**src/rtl/fifo_word_packer.sv**
```systemverilog
// Packs PACK show-ahead FIFO entries into one wide valid/ready word.
// Partial words close on flush or after TIMEOUT idle cycles.
module fifo_word_packer #(
  parameter int DATA_WIDTH = 8,
  parameter int PACK       = 4,
  parameter int TIMEOUT    = 15
) (
  input  logic                       clk,
  input  logic                       reset,
  input  logic                       fifo_val,
  input  logic [DATA_WIDTH-1:0]      fifo_data,
  output logic                       fifo_read,
  input  logic                       flush,
  output logic                       out_valid,
  input  logic                       out_ready,
  output logic [DATA_WIDTH*PACK-1:0] out_data,
  output logic [PACK-1:0]            out_keep
);

  localparam int IW = $clog2(PACK) + 1;
  localparam int TW = (TIMEOUT > 0) ? $clog2(TIMEOUT + 1) : 1;
  localparam int WW = DATA_WIDTH * PACK;

  localparam logic [IW-1:0] LAST = IW'(PACK - 1);
  localparam logic [TW-1:0] TMAX = TW'(TIMEOUT);

  typedef enum logic {
    COLLECT = 1'b0,
    HOLD    = 1'b1
  } state_t;

  state_t          state_q, state_n;
  logic [IW-1:0]   idx_q, idx_n;
  logic [TW-1:0]   tmr_q, tmr_n;
  logic [WW-1:0]   data_q, data_n;
  logic [PACK-1:0] keep_q, keep_n;
  logic            pop;

  assign pop       = reset & (state_q == COLLECT) & fifo_val;
  assign fifo_read = pop;
  assign out_valid = (state_q == HOLD);
  assign out_data  = data_q;
  assign out_keep  = keep_q;

  always_ff @(posedge clk or negedge reset) begin
    if (!reset) begin
      state_q <= COLLECT;
      idx_q   <= '0;
      tmr_q   <= '0;
      data_q  <= '0;
      keep_q  <= '0;
    end else begin
      state_q <= state_n;
      idx_q   <= idx_n;
      tmr_q   <= tmr_n;
      data_q  <= data_n;
      keep_q  <= keep_n;
    end
  end

  always_comb begin
    state_n = state_q;
    idx_n   = idx_q;
    tmr_n   = tmr_q;
    data_n  = data_q;
    keep_n  = keep_q;
    unique case (state_q)
      COLLECT: begin
        if (pop) begin
          for (int k = 0; k < PACK; k++) begin
            if (idx_q == IW'(k)) begin
              data_n[k*DATA_WIDTH +: DATA_WIDTH] = fifo_data;
              keep_n[k] = 1'b1;
            end
          end
          idx_n = idx_q + IW'(1);
          tmr_n = '0;
          // A flush alongside a pop closes the word with that entry.
          if (idx_q == LAST || flush) begin
            state_n = HOLD;
          end
        end else if (idx_q != '0) begin
          if (flush) begin
            state_n = HOLD;
            tmr_n   = '0;
          end else if (TIMEOUT > 0) begin
            if (tmr_q != TMAX) begin
              tmr_n = tmr_q + TW'(1);
            end
            if (tmr_n == TMAX) begin
              state_n = HOLD;
              tmr_n   = '0;
            end
          end
        end else begin
          tmr_n = '0;
        end
      end
      HOLD: begin
        tmr_n = '0;
        if (out_ready) begin
          state_n = COLLECT;
          idx_n   = '0;
          data_n  = '0;
          keep_n  = '0;
        end
      end
      default: state_n = COLLECT;
    endcase
  end

endmodule

```
**config.mk**
```make
export PLATFORM = sky130hd
export DESIGN_NAME = fifo_word_packer
export DESIGN_NICKNAME = d
export VERILOG_FILES = /design/src/rtl/fifo_word_packer.sv
export SDC_FILE = /design/constraint.sdc
export NUM_CORES = 1
export LEC_CHECK = 0
export BUFFER_PORTS_ARGS = -buffer_cell sky130_fd_sc_hd__buf_2
export CAP_MARGIN = 20
export CORE_MARGIN = 5
export CORE_UTILIZATION = 27
export CTS_BUF_LIST = sky130_fd_sc_hd__clkbuf_4
export DETAILED_ROUTE_END_ITERATION = 6
export PLACE_DENSITY_LB_ADDON = 0.1
export SLEW_MARGIN = 20
export SYNTH_ARGS = -nofsm -noshare
export SYNTH_HDL_FRONTEND = slang
export SYNTH_SLANG_ARGS = --single-unit
```
**constraint.sdc**
```tcl
create_clock -name clk -period 3.2 [get_ports clk]
set_input_delay 0.16 -clock clk [delete_from_list [all_inputs] [get_ports clk]]
set_output_delay 0.16 -clock clk [all_outputs]
set_load 0.02 [all_outputs]
```
==> results of run 1 <==
flip-flops by register name, indices dropped and copies added, names as in the netlist:
| signal | count |
|---|---|
| tmr_q | 4 |
| out_valid | 1 |
| idx_q | 3 |
| out_data | 32 |
| out_keep | 4 |
worst max-delay path, cell delays in order (launching register included):
cell      delay, ps
dfrtp_1         770
and4bb_4        730
and2_0          490
a21o_1          190
cell usage after synthesis, drive strengths merged, types with 3 or more instances:
cell and count:
nor2b 4, nand2 21, clkbuf 5, a21o 14
ha 6, and2 3, nand3 10, buf 10
o21ai 15, mux2 5, mux2i 3, inv 21
a221oi 12, dfrtp 44, nor3 3, nand3b 6
a21oi 5, o21a 3
through the flow:
stage	cells	worst slack [ps]	power (mW)	hold slack, ps	util (%)
detailed placement	350	997.1	1.756	36.31	31.97
global route	359	840.2	2.236	33.34	33.13
floorplan	212	1694	1.479	-135.6	-
finish	359	981.1	2.084	44.18	33.13
global placement	350	1032	1.757	39.34	31.97
CTS	359	980.0	2.119	28.31	33.13
layer usage:
metal	part of all wire, %	vias up
li1	-	832
met1	50	818
met2	44	38
met3	5.3	5
met4	0.98	0
met5	0	-
power by group through the flow:
| stage | logic (mW) | registers, mW | clock network [mW] |
|---|---|---|---|
| floorplan | 0.478 | 1.00 | 0 |
| global placement | 0.869 | 0.888 | 0 |
| detailed placement | 0.866 | 0.890 | 0 |
| CTS | 0.871 | 0.878 | 0.369 |
| global route | 0.936 | 0.905 | 0.395 |
| finish | 0.853 | 0.875 | 0.356 |
path summary, 6_finish.rpt:
path                         startpoint            to  slack, ps  cells past startpoint
min in group asynchronous         reset      idx_q[2]        180                      2
max in group asynchronous         reset      tmr_q[2]       2240                      3
hold reg to reg             out_keep[0]   out_keep[0]        490                      1
hold / removal             fifo_data[7]  out_data[23]         40                      2
setup / recovery              out_valid  out_data[20]        980                      3
setup reg to reg              out_valid  out_data[20]        980                      3
repair_timing:
item                                    CTS  global route
endpoints found under the setup margin    0             0
hold buffers                              1             0
hold endpoints to repair                  5             0
layout make-up:
cell class / instances / area share [%]
sequential: 44 / 42.57
multi-input combinational: 132 / 35.99
timing repair buffer: 52 / 10.35
tap: 102 / 4.935
inverter: 21 / 3.048
clock inverter: 3 / 1.645
clock buffer: 5 / 1.451
cell families (layout without fill, tap and decap cells):
kind of cell,Yosys count,count (layout),share of synthesized area (%)
simple gates,60,60,15.79
compound gates,56,56,18.47
flops,44,44,50.17
buf+inv,36,81,7.412
mux,8,8,3.934
fa+ha+maj,6,6,3.421
xor+xnor,2,2,0.7983
==> results.tsv, run 1 <==
stage	metric	value	unit
status	status	completed	
finish	Ant. Diodes	0	
clocking	clock root buffer	clkbuf_4	
sta	Tightest Pin Transition	985.0	ps
logic_synthesis	Primary FF master, synth	dfrtp_1	
logic_synthesis	Avg Inst Size Synth	10.35	sq um
power_and_ir_drop	Leak	1.343	nW
global_route	pin count of the biggest net entering global routing	40	
clocking	CTS sink count	44	
job	Max Cap Viol	0	
finish	commonest non-fill, non-tap cell in the layout	buf_2	
logic_synthesis	Ys Warns	0	
finish	fraction of layout cells with a size suffix above 1	26.46	%
floorplan	full die area	0.01003	sq mm
sta	min cycle time layout	2219	ps
clocking	clock slew at reported path FFs	140	ps
clocking	clock buffer count from CTS	5	
global_route	M3 GR Usage	2.641	%
finish	area delta synth->final	17.84	%
finish	FILL cells	865	
global_route	GR Layer Usage met2	16.87	%
logic_synthesis	Seq/Total Area, Yosys	50.17	%
logic_synthesis	synth top area cells	dfrtp_1 50%, a21o_1 4.8%, a221oi_1 4.8%	
floorplan	CORE AREA	0.007807	sq mm
logic_synthesis	largest area contributor in the netlist	dfrtp_1	
sta	final setup TNS	0	ps
sta	Fin. Hold Viols	0	
drt	DRC viols	0	
logic_synthesis	Yosys top cell area share	50.17	%
drt	Vias/cell	4.716	
logic_synthesis	FF+latch count, synth	44	
finish	Storage cell area	0.001101	sq mm
worst_setup_path	Worst setup SP type	flop	
power_and_ir_drop	combinational group share of total power	40.9	%
worst_hold_path	HP Class	in -> reg	
sta	unrepaired setup endpoints after global routing	false	
logic_synthesis	FFs w/ async S/R, synth	100.0	%
worst_setup_path	Crit. End Element	flop	
drt	violation count after the first detailed-routing iteration	71	
sta	fmax	450.7	MHz
global_route	total global routing overflow	0	
drt	TritonRoute pass-1 iters	4	
power_and_ir_drop	Psw	0.8673	mW
drt	total vias in the final route	1693	
worst_setup_path	crit-path max FO	33	
clocking	setup bufs post-CTS	0	
sta	Final setup viols	0	
power_and_ir_drop	Int Power	1.216	mW
floorplan	Initial Util	28.11	%
place	Area after DPL	0.002496	sq mm
place	GPL Wtd Cong	0.7398	
clocking	clock latency on the worst-skew pair	360	ps
logic_synthesis	post-synthesis cell area	0.002195	sq mm
sta	final period utilization	69.34	%
power_and_ir_drop	VDD IR-drop max	0.2154	mV
power_and_ir_drop	sw frac	41.62	%
power_and_ir_drop	Pwr Density	805.7	mW/mm^2
power_and_ir_drop	Seq pwr share	42.0	%
sta	clk_skew	18.43	ps
power_and_ir_drop	clock network fraction of design power	17.1	%
global_route	initial antenna violation count	0	
finish	Multi-input gate area	930.9	sq um
clocking	CTS tree	yes	
logic_synthesis	count of different cell masters after synthesis	41	
logic_synthesis	EDFF count, synth	0	
worst_setup_path	arrival time worst endpoint	2530	ps
sta	max-slew violations	0	
floorplan	Core Rows	32	
drt	DRT antenna net count	0	
place	I/O Buffers	50	
finish	final net count	275	
clocking	cts repair resizes	0	
clocking	clock tree buffer depth	2	
finish	most frequent cells in the layout	50 x buf_2, 44 x dfrtp_1, 21 x inv_1	
floorplan	Die Y	100.2	microns
global_route	global-route wire length before repair	8845	microns
worst_setup_path	required time of the critical path	3510	ps
global_route	met1 usage	16.26	%
logic_synthesis	Post-Syn Nets	231	
global_route	vias in the first global route	1585	
finish	fin area	0.002586	sq mm
clocking	H-Tree Depth	2	
sta	max_slew headroom	34.33	%
drt	Routed WL per cell	15.71	microns
global_route	gr busiest metal	met2	
global_route	total global-route track usage	11.32	%
floorplan	# IOs	51	
logic_synthesis	Post-Synthesis Cells	212	
place	dpl hpwl	4046	microns
worst_setup_path	WS Path Type	reg -> reg	
floorplan	die width	100.2	microns
drt	final wirelength	5639	microns
Note: power is estimated with default switching activity, not from simulation.
==> run 2, diff against run 1 <==
- clock period: 3.2 -> 2 ns (I/O delays scaled with it)
==> run 2 against run 1 <==
  * Clock skew is 7.1 ps higher
  * Combinational power is 81% higher
  * Sequential power is 51% higher
  * First-iteration DRC count is 18% lower
  * Maximum frequency is 28% higher
  * Sequential share of layout area is 1.7 points lower
  * Via count is 3.5% higher
  * Die area stayed put
  * Clock-buffer cell count stayed put
==> results.tsv, run 2 (synthesis results as in run 1) <==
stage	metric	value	unit	change
floorplan	Initial Util	28.11	%	unchanged
clocking	cts repair resizes	0		unchanged
place	Cells after DPL	359		was 350
clocking	CTS sink count	44		unchanged
drt	Vias/cell	4.712		was 4.716
clocking	setup bufs post-CTS	0		unchanged
worst_setup_path	Crit. End Element	flop		unchanged
finish	FILL cells	840		was 865
global_route	vias in the first global route	1805		was 1585
power_and_ir_drop	VDD IR-drop max	0.5494	mV	was 0.2154 mV
sta	max_slew headroom	64.60	%	was 34.33%
finish	Storage cell area	0.001101	sq mm	unchanged
sta	min cycle time layout	1737	ps	was 2219 ps
floorplan	Core Rows	32		unchanged
drt	DRC viols	0		unchanged
finish	commonest non-fill, non-tap cell in the layout	buf_2		unchanged
drt	TritonRoute pass-1 iters	4		unchanged
sta	max-slew violations	0		unchanged
sta	final period utilization	86.84	%	was 69.34%
worst_setup_path	required time of the critical path	2250	ps	was 3510 ps
sta	Final setup viols	0		unchanged
worst_hold_path	HP Class	in -> reg		unchanged
worst_setup_path	crit-path max FO	11		was 33
clocking	H-Tree Depth	2		unchanged
finish	Final Non-Filler Cells	372		was 359
clocking	clock tree buffer depth	2		unchanged
worst_setup_path	WS Path Type	reg -> reg		unchanged
job	Max Cap Viol	0		unchanged
worst_setup_path	Critical-path top delay cell	dfrtp_1		unchanged
power_and_ir_drop	Pwr Density	1272	mW/mm^2	was 805.7 mW/mm^2
floorplan	die width	100.2	microns	unchanged
sta	unrepaired setup endpoints after global routing	false		unchanged
clocking	Post-CTS Hold Fix Bufs	5		was 1
global_route	global-route wire length before repair	9653	microns	was 8845 microns
drt	DRT antenna net count	0		unchanged
status	status	completed		unchanged
place	GPL Wtd Cong	0.7441		was 0.7398
clocking	clock buffer count from CTS	5		unchanged
clocking	CTS tree	yes		unchanged
sta	clk_skew	25.55	ps	was 18.43 ps
finish	Multi-input gate area	930.9	sq um	unchanged
floorplan	# IOs	51		unchanged
finish	fraction of layout cells with a size suffix above 1	28.52	%	was 26.46%
global_route	initial antenna violation count	0		unchanged
floorplan	CORE AREA	0.007807	sq mm	unchanged
drt	violation count after the first detailed-routing iteration	58		was 71
finish	flip-flop count of the largest register after layout	32		unchanged
sta	fmax	575.8	MHz	was 450.7 MHz
worst_setup_path	arrival time worst endpoint	1990	ps	was 2530 ps
clocking	clock root buffer	clkbuf_4		unchanged
drt	total vias in the final route	1753		was 1693
power_and_ir_drop	Leak	1.405	nW	was 1.343 nW
sta	final setup TNS	0	ps	unchanged
global_route	total global-route track usage	12.27	%	was 11.32%
floorplan	full die area	0.01003	sq mm	unchanged
worst_setup_path	critical path's largest stage delay	520	ps	was 770 ps
place	dpl hpwl	4220	microns	was 4046 microns
place	I/O Buffers	50		unchanged
drt	final wirelength	5935	microns	was 5639 microns
clocking	clock slew at reported path FFs	150	ps	was 140 ps
clocking	clock latency on the worst-skew pair	360	ps	about the same
drt	Routed WL per cell	15.95	microns	was 15.71 microns
finish	final core occ	34.50	%	was 33.13%
global_route	pin count of the biggest net entering global routing	35		was 40
finish	Ant. Diodes	0		unchanged
worst_setup_path	CP Cell Sequence	ha_1 > nor4bb_1 > o31a_1 > nor3_1		was and4bb_4 > and2_0 > a21o_1
finish	final net count	288		was 275
global_route	total global routing overflow	0		unchanged
finish	area delta synth->final	22.75	%	was 17.84%
floorplan	Die Y	100.2	microns	unchanged
worst_setup_path	Worst setup SP type	flop		unchanged
sta	Tightest Pin Transition	530.7	ps	was 985.0 ps
sta	Fin. Hold Viols	0		unchanged
finish	most frequent cells in the layout	50 x buf_2, 44 x dfrtp_1, 21 x inv_1		unchanged
run 2: cell count changes in the layout (fill, tap and decap cells not counted):
cell / previous run / this run
dlygate4sd3_1: 1 / 5
buf_4: 1 / 10
run 2: path summary, 6_finish.rpt:
check                                  start      endpoint  slack [ps]  depth (start not counted)
worst max-delay path                tmr_q[0]      tmr_q[0]         260                          4
worst min-delay path            fifo_data[5]   out_data[5]          20                          3
worst max register to register      tmr_q[0]      tmr_q[0]         260                          4
worst min register to register   out_keep[0]   out_keep[0]         490                          1
max in group asynchronous              reset  out_data[22]        1040                          4
min in group asynchronous              reset     out_valid         250                          3
run 2: area by class of cell:
cell class	count	share of cell area [%]
flip-flops and latches	44	40.87
well taps	102	4.738
clock inverters	3	1.579
clock buffers	5	1.393
repair buffers	65	13.93
multi-input cells	132	34.56
inverters	21	2.926
run 2: stage by stage:
stage	hold WS, ps	setup slack [ps]	cell area [sq um]	power (mW)
global placement	107.0	373.6	2564	2.884
CTS	11.63	244.0	2694	3.490
finish	20.52	263.2	2694	3.427
global route	7.493	128.3	2694	3.695
detailed placement	95.13	334.3	2564	2.902
floorplan	-195.6	493.9	2195	2.366
run 2: power breakdown:
group          leakage [nW]  internal, mW  switching (mW)
combinational         0.771         0.593           0.943
sequential            0.591          1.15           0.168
clock                0.0428         0.262           0.310
run 2: worst max-delay path, delay by kind of cell (launching register included):
kind | cells | cell delay [ps]
AOI/OAI and AO/OA | 1 | 210
adders and majority gates | 1 | 420
DFF | 1 | 520
and+or+nand+nor | 2 | 480
run 2: routing by layer:
layer  wire (microns)  vias up  track usage, %
li1                 -      861               -
met1             2802      851           17.08
met2             2719       36           18.96
met3              359        5           3.197
met4               54        0           3.109
met5                0        -               0
